$ cat config.mk
export PLATFORM = sky130hd
export DESIGN_NAME = seg_scan_flat
export DESIGN_NICKNAME = d
export VERILOG_FILES = /design/src/rtl/seg_scan_if.sv /design/src/rtl/seg_scan.sv /design/src/flat_wrapper.sv
export SDC_FILE = /design/constraint.sdc
export NUM_CORES = 1
export LEC_CHECK = 0
export BUFFER_PORTS_ARGS = -buffer_cell sky130_fd_sc_hd__buf_2
export CAP_MARGIN = 40
export CELL_PAD_IN_SITES_DETAIL_PLACEMENT = 0
export CELL_PAD_IN_SITES_GLOBAL_PLACEMENT = 1
export CORE_MARGIN = 4
export CORE_UTILIZATION = 40
export DETAILED_ROUTE_END_ITERATION = 8
export PLACE_DENSITY = 0.84
export SLEW_MARGIN = 20
export SYNTH_ARGS = -nofsm -noshare
export SYNTH_HDL_FRONTEND = slang
export SYNTH_SLANG_ARGS = --single-unit
$ cat constraint.sdc
create_clock -name clk -period 5.6 [get_ports clk]
set_input_delay 0.28 -clock clk [delete_from_list [all_inputs] [get_ports clk]]
set_output_delay 0.28 -clock clk [all_outputs]
set_load 0.02 [all_outputs]
$ cat src/rtl/seg_scan_if.sv
`default_nettype none
// ============================================================================
//  Module      : seg_scan_if
//  Description : Bundle between the digit-counter stage and the display
//                scanner: packed digit values and per-digit masks in,
//                anode/segment/decimal-point pins out.
//                master = digit producer / board side, slave = seg_scan.
//                With SEG_BLINK_EN defined an edit_mask member is added.
//  Signals     : digits[4*NDIG-1:0]  digit i = digits[4i+3:4i]
//                dp_mask[NDIG-1:0]   1 = decimal point lit on digit i
//                blank_mask[NDIG-1:0] 1 = digit i fully dark
//                edit_mask[NDIG-1:0] 1 = digit i blinks (SEG_BLINK_EN only)
//                an[NDIG-1:0]        anode enables, active-high
//                seg[6:0]            segments a..g, active-high
//                dp                  decimal point, active-high
//  Revision    : 1.0 - initial release
// ============================================================================
interface seg_scan_if #(
    parameter int NDIG = 4
);
    logic [4*NDIG-1:0] digits;
    logic [NDIG-1:0]   dp_mask;
    logic [NDIG-1:0]   blank_mask;
`ifdef SEG_BLINK_EN
    logic [NDIG-1:0]   edit_mask;
`endif
    logic [NDIG-1:0]   an;
    logic [6:0]        seg;
    logic              dp;

    modport master (
        output digits, dp_mask, blank_mask,
`ifdef SEG_BLINK_EN
        output edit_mask,
`endif
        input  an, seg, dp
    );

    modport slave (
        input  digits, dp_mask, blank_mask,
`ifdef SEG_BLINK_EN
        input  edit_mask,
`endif
        output an, seg, dp
    );
endinterface
`default_nettype wire

$ cat src/rtl/seg_scan.sv
`default_nettype none
// ============================================================================
//  Module      : seg_scan
//  Description : Time-multiplexed 7-segment display driver. Scans one digit
//                per slot (DIV = CLK_HZ/SCAN_HZ clocks), decodes hex to
//                segments, applies per-digit blank and decimal point, and
//                drops the anode for the last DEAD_CYC clocks of every slot
//                to avoid ghosting on the next digit.
//                Optional feature macro: SEG_BLINK_EN (adds edit_mask and a
//                blink phase that periodically blanks the edited digits).
//  Ports       : clk    - system clock, rising edge
//                rst_n  - asynchronous active-low reset
//                bus    - seg_scan_if.slave (digits, masks in; an/seg/dp out)
//  Revision    : 1.0 - initial release
// ============================================================================
module seg_scan #(
    parameter int CLK_HZ   = 100_000_000,
    parameter int SCAN_HZ  = 1000,
    parameter int NDIG     = 4,
    parameter int DEAD_CYC = 16
`ifdef SEG_BLINK_EN
    ,
    parameter int BLINK_HZ = 2
`endif
) (
    input  wire logic   clk,
    input  wire logic   rst_n,
    seg_scan_if.slave   bus
);
    localparam int C_DIV = CLK_HZ / SCAN_HZ;
    localparam int C_CW  = $clog2(C_DIV + 1);
    localparam int C_IW  = (NDIG > 1) ? $clog2(NDIG) : 1;

    localparam logic [C_CW-1:0] C_DIV_LAST   = C_CW'(C_DIV - 1);
    localparam logic [C_CW-1:0] C_DEAD_START = C_CW'(C_DIV - DEAD_CYC);
    localparam logic [C_IW-1:0] C_IDX_LAST   = C_IW'(NDIG - 1);

    logic [C_CW-1:0] r_div;
    logic [C_IW-1:0] r_idx;
    logic [NDIG-1:0] r_slot_an;
    logic [6:0]      r_seg;
    logic            r_dp;

    logic            w_tick;
    logic            w_dead;
    logic [C_IW-1:0] w_idx_nxt;
    logic [3:0]      w_digit;
    logic [6:0]      w_dec;
    logic            w_blank;

    assign w_tick    = (r_div == C_DIV_LAST);
    assign w_idx_nxt = (r_idx == C_IDX_LAST) ? '0 : r_idx + 1'b1;
    assign w_digit   = bus.digits[4*w_idx_nxt +: 4];

    // Anode is the only pin cut during dead time; seg/dp keep their value so
    // the segment drivers never switch while a digit is lit.
    assign w_dead = (DEAD_CYC != 0) && (r_div >= C_DEAD_START);

`ifdef SEG_BLINK_EN
    localparam int C_BHALF = CLK_HZ / (2 * BLINK_HZ);
    localparam int C_BW    = $clog2(C_BHALF + 1);
    localparam logic [C_BW-1:0] C_BHALF_LAST = C_BW'(C_BHALF - 1);

    logic [C_BW-1:0] r_blink_cnt;
    logic            r_phase;

    // Free-running blink timebase, independent of the scan divider.
    always_ff @(posedge clk or negedge rst_n) begin
        if (!rst_n) begin
            r_blink_cnt <= '0;
            r_phase     <= 1'b0;
        end else if (r_blink_cnt == C_BHALF_LAST) begin
            r_blink_cnt <= '0;
            r_phase     <= ~r_phase;
        end else begin
            r_blink_cnt <= r_blink_cnt + 1'b1;
        end
    end

    assign w_blank = bus.blank_mask[w_idx_nxt] | (r_phase & bus.edit_mask[w_idx_nxt]);
`else
    assign w_blank = bus.blank_mask[w_idx_nxt];
`endif

    always_comb begin
        w_dec = 7'h00;
        case (w_digit)
            4'h0: w_dec = 7'h3F;
            4'h1: w_dec = 7'h06;
            4'h2: w_dec = 7'h5B;
            4'h3: w_dec = 7'h4F;
            4'h4: w_dec = 7'h66;
            4'h5: w_dec = 7'h6D;
            4'h6: w_dec = 7'h7D;
            4'h7: w_dec = 7'h07;
            4'h8: w_dec = 7'h7F;
            4'h9: w_dec = 7'h6F;
            4'hA: w_dec = 7'h77;
            4'hB: w_dec = 7'h7C;
            4'hC: w_dec = 7'h39;
            4'hD: w_dec = 7'h5E;
            4'hE: w_dec = 7'h79;
            4'hF: w_dec = 7'h71;
            default: w_dec = 7'h00;
        endcase
    end

    always_ff @(posedge clk or negedge rst_n) begin
        if (!rst_n) begin
            r_div <= '0;
        end else if (w_tick) begin
            r_div <= '0;
        end else begin
            r_div <= r_div + 1'b1;
        end
    end

    // Everything shown in a slot is captured once at the slot boundary, so
    // input changes mid-slot cannot glitch the pins.
    always_ff @(posedge clk or negedge rst_n) begin
        if (!rst_n) begin
            r_idx     <= '0;
            r_slot_an <= '0;
            r_seg     <= '0;
            r_dp      <= 1'b0;
        end else if (w_tick) begin
            r_idx     <= w_idx_nxt;
            r_slot_an <= w_blank ? '0 : (NDIG'(1) << w_idx_nxt);
            r_seg     <= w_blank ? 7'h00 : w_dec;
            r_dp      <= bus.dp_mask[w_idx_nxt] & ~w_blank;
        end
    end

    assign bus.an  = w_dead ? '0 : r_slot_an;
    assign bus.seg = r_seg;
    assign bus.dp  = r_dp;

endmodule
`default_nettype wire

$ cat src/flat_wrapper.sv
// flat-port wrapper written by rule: the top's interface ports become plain ports
module seg_scan_flat 
#(
    parameter int CLK_HZ   = 100_000_000,
    parameter int SCAN_HZ  = 1000,
    parameter int NDIG     = 4,
    parameter int DEAD_CYC = 16

)
  (clk, rst_n, bus_digits, bus_dp_mask, bus_blank_mask, bus_an, bus_seg, bus_dp);
  seg_scan_if #(.NDIG(NDIG)) bus_i ();
  input  wire logic clk;
  input  wire logic rst_n;
  input wire logic [$bits(bus_i.digits)-1:0] bus_digits;
  input wire logic [$bits(bus_i.dp_mask)-1:0] bus_dp_mask;
  input wire logic [$bits(bus_i.blank_mask)-1:0] bus_blank_mask;
  output wire logic [$bits(bus_i.an)-1:0] bus_an;
  output wire logic [$bits(bus_i.seg)-1:0] bus_seg;
  output wire logic [$bits(bus_i.dp)-1:0] bus_dp;
  assign bus_i.digits = bus_digits;
  assign bus_i.dp_mask = bus_dp_mask;
  assign bus_i.blank_mask = bus_blank_mask;
  assign bus_an = bus_i.an;
  assign bus_seg = bus_i.seg;
  assign bus_dp = bus_i.dp;
  seg_scan #(.CLK_HZ(CLK_HZ), .SCAN_HZ(SCAN_HZ), .NDIG(NDIG), .DEAD_CYC(DEAD_CYC)) u_core (.clk(clk), .rst_n(rst_n), .bus(bus_i));
endmodule
==> results.yml <==
power_and_ir_drop:
  ir_drop_uv: 88.2
  p_total_mw: 0.427
  p_leak_nw: 1.00
  powerDensity_nw_per_um2: 194
synth:
  syn-num-nets: 234
  ys_ff_latch: 31
  yosys.area.top_type: "dfrtp_1"
  synthAdderAreaFrac_pct: 8.52
  synth_compound_area_share_pct: 9.24
  muxShareOfSynthArea_pct: 9.44
  syn_area_um2: 1910
  synthXorXnorAreaFrac_pct: 6.42
  synth-simple-area-share_pct: 21.8
  synth_top_area_share_pct: 40.6
  synth_edf_count: 0
  ys.flop_type: "dfrtp_1"
  synth_top_family_by_area: "simple AND/OR/NAND/NOR gates"
  synth_warnings: 0
  yosysUniqueCellTypes: 43
  synth_cells: 195
  seq_area_frac_synth_pct: 40.6
  synth.avg_cell_area_um2: 9.79
  ys_top_cells_by_count: "31 x dfrtp_1, 31 x nand2_1, 13 x ha_1, 13 x nor2_1, 10 x nand3_1"
  synth.area.top_cells: "dfrtp_1 41%, ha_1 8.5%, nand2_1 6.1%"
  async_reset_ff_share_pct: 100
grt:
  grt_start_max_net_pins: 32
  grt_pass1_vias: 1452
  grt_overflow_total: 0
  grt_pass1_wl_um: 6710
  grt_antenna_before_repair: 0
  grt_use_total_pct: 13.9
finish:
  insertedDiodeCount: 0
  syn2layout_area_growth_pct: 15.0
  nNetsFinal: 271
  final_cell_count_no_fill: 285
  drive_gt1_share_pct: 26.2
setup_path:
  path_cells: "inv_1 -> ha_1 -> a211oi_1 -> a21oi_1 -> inv_1 -> ha_1 -> mux2_2 -> a211oi_1 -> a21o_2"
  endpoint_kind: "flop"
  slowest_stage: "ha_1"
  critPathRequiredTime_ns: 5.83
  cp_top_family: "compound AO/OA/AOI/OAI gates"
  critPathMaxFanout: 10
  crit_path_max_incr_delay_ns: 0.55
  start_kind: "flop"
  cp_data_arrival_time_ns: 2.97
  critPathKind: "reg -> reg"
  crit_buf_inv: 2
clocking:
  cts-root-buf: "clkbuf_8"
  path_clk_slew_ns: 0.07
  cts_resized: 0
  clock-sinks: 31
  hold_buffers: 0
  clock_latency_ns: 0.28
  cts_max_path_buffers: 2
  cts_tree: "yes"
  ctsHtreeMaxLevel: 2
  cts_setup_buffers: 0
  cts_buffers: 5
sta:
  slew_headroom_pct: 45.4
  skew_ns: 0.00650
  fmax_mhz: 365
  fin_crit_sh_pct: 48.9
  rsz0062_at_grt: "false"
  slew_violations: 0
  fin_crit_ns: 2.74
  tns_ns: 0
  tightest_slew_ns: 0.814
  finalHoldViolCount: 0
  setup_viol: 0
die:
  dieWidth_um: 77.1
  dieArea_um2: 5940
  start_util_pct: 42.7
  die_y_um: 77.1
  rows: 24
  pin_count: 38
  core-area_um2: 4470
route:
  vias: 1459
  wirelength_um: 3750
  drt_iter0_markers: 61
  drt_first_pass_iters: 4
  remaining_drc_errors: 0
  routedWlPerCell_um: 13.2
  ant_nets: 0
  vias_per_cell: 5.12
place:
  dp_hpwl_um: 2800
  place_inst: 277
  io_buffers: 37
  place_congestion: 0.756
status:
  run_status: "completed"
hold_path:
  hp-class: "in -> async"
flow_run:
  drv_cap: 0
==> final timing paths <==
check	start	end	slack [ns]	cells after the start
max	u_core.r_idx[0]$_DFFE_PN0N_	u_core.bus.seg[5]$_DFFE_PN0N_	2.86	9
min	rst_n	u_core.r_div[9]$_DFF_PN0_	0.04	1
max reg2reg	u_core.r_idx[0]$_DFFE_PN0N_	u_core.bus.seg[5]$_DFFE_PN0N_	2.86	9
min reg2reg	u_core.r_slot_an[2]$_DFFE_PN0N_	u_core.r_slot_an[2]$_DFFE_PN0N_	0.46	2
max in group asynchronous	rst_n	u_core.bus.seg[0]$_DFFE_PN0N_	5.10	1
min in group clk	u_core.r_slot_an[2]$_DFFE_PN0N_	u_core.r_slot_an[2]$_DFFE_PN0N_	0.46	2
==> placed cells by master, fill, tap and decap left out, types with 7 or more instances in the layout <==
cell type  count
buf_2         37
dfrtp_1       31
ha_1          13
inv_1          8
mux2i_1        9
nand2_1       31
nand3_1       10
nor2_1        13
xnor2_1        7
xor2_1         7
==> routing by layer <==
layer | share of wire, % | up-vias | track usage (%) | wire, um
met5 | 0 | - | 0 | 0
met4 | 1.9 | 0 | 5.87 | 73
met3 | 4.7 | 7 | 3.40 | 176
met2 | 46 | 35 | 21.8 | 1710
met1 | 48 | 675 | 18.1 | 1790
li1 | - | 742 | - | -
==> cells by family (layout without fill, tap and decap cells) <==
family / Yosys count / in the layout
buffers and inverters: 15 / 53
xor gates and xnor gates: 14 / 14
DFF: 31 / 31
AOI/OAI and AO/OA: 26 / 26
muxes: 14 / 14
adders and majority gates: 13 / 13
and+or+nand+nor: 82 / 82
==> stage by stage <==
step | area [um^2] | worst slack, ns | hold WS, ns | utilization (%)
after CTS | 2200 | 2.83 | 0.0687 | 49.1
after global routing | 2200 | 2.55 | 0.0998 | 49.1
final | 2200 | 2.86 | 0.0448 | 49.1
after global placement | 2110 | 2.91 | 0.365 | 47.3
after floorplan | 1910 | 2.90 | -0.0156 | -
after detailed placement | 2110 | 2.84 | 0.373 | 47.3
==> cell type report <==
type / count / area, um^2
Timing Repair Buffer: 37 / 185
Fill cell: 434 / 2280
Tap cell: 52 / 65.1
Inverter: 8 / 30.0
Clock inverter: 1 / 5.00
Clock buffer: 7 / 76.3
Multi-Input combinational cell: 149 / 1060
Sequential cell: 31 / 776
==> power by group <==
group	switching (mW)	leakage, nW	internal (mW)	total, mW
clock network	0.0828	0.0422	0.0871	0.170
logic	0.0177	0.595	0.0155	0.0332
registers	0	0.366	0.224	0.224
total	0.101	1.00	0.326	0.427
==> registers in the layout (all words and copies together), names as in the netlist <==
signal            flops
u_core.bus.dp         1
u_core.bus.seg        7
u_core.r_div         17
u_core.r_idx          2
u_core.r_slot_an      4
No activity file was read; power rests on OpenSTA's default activity.
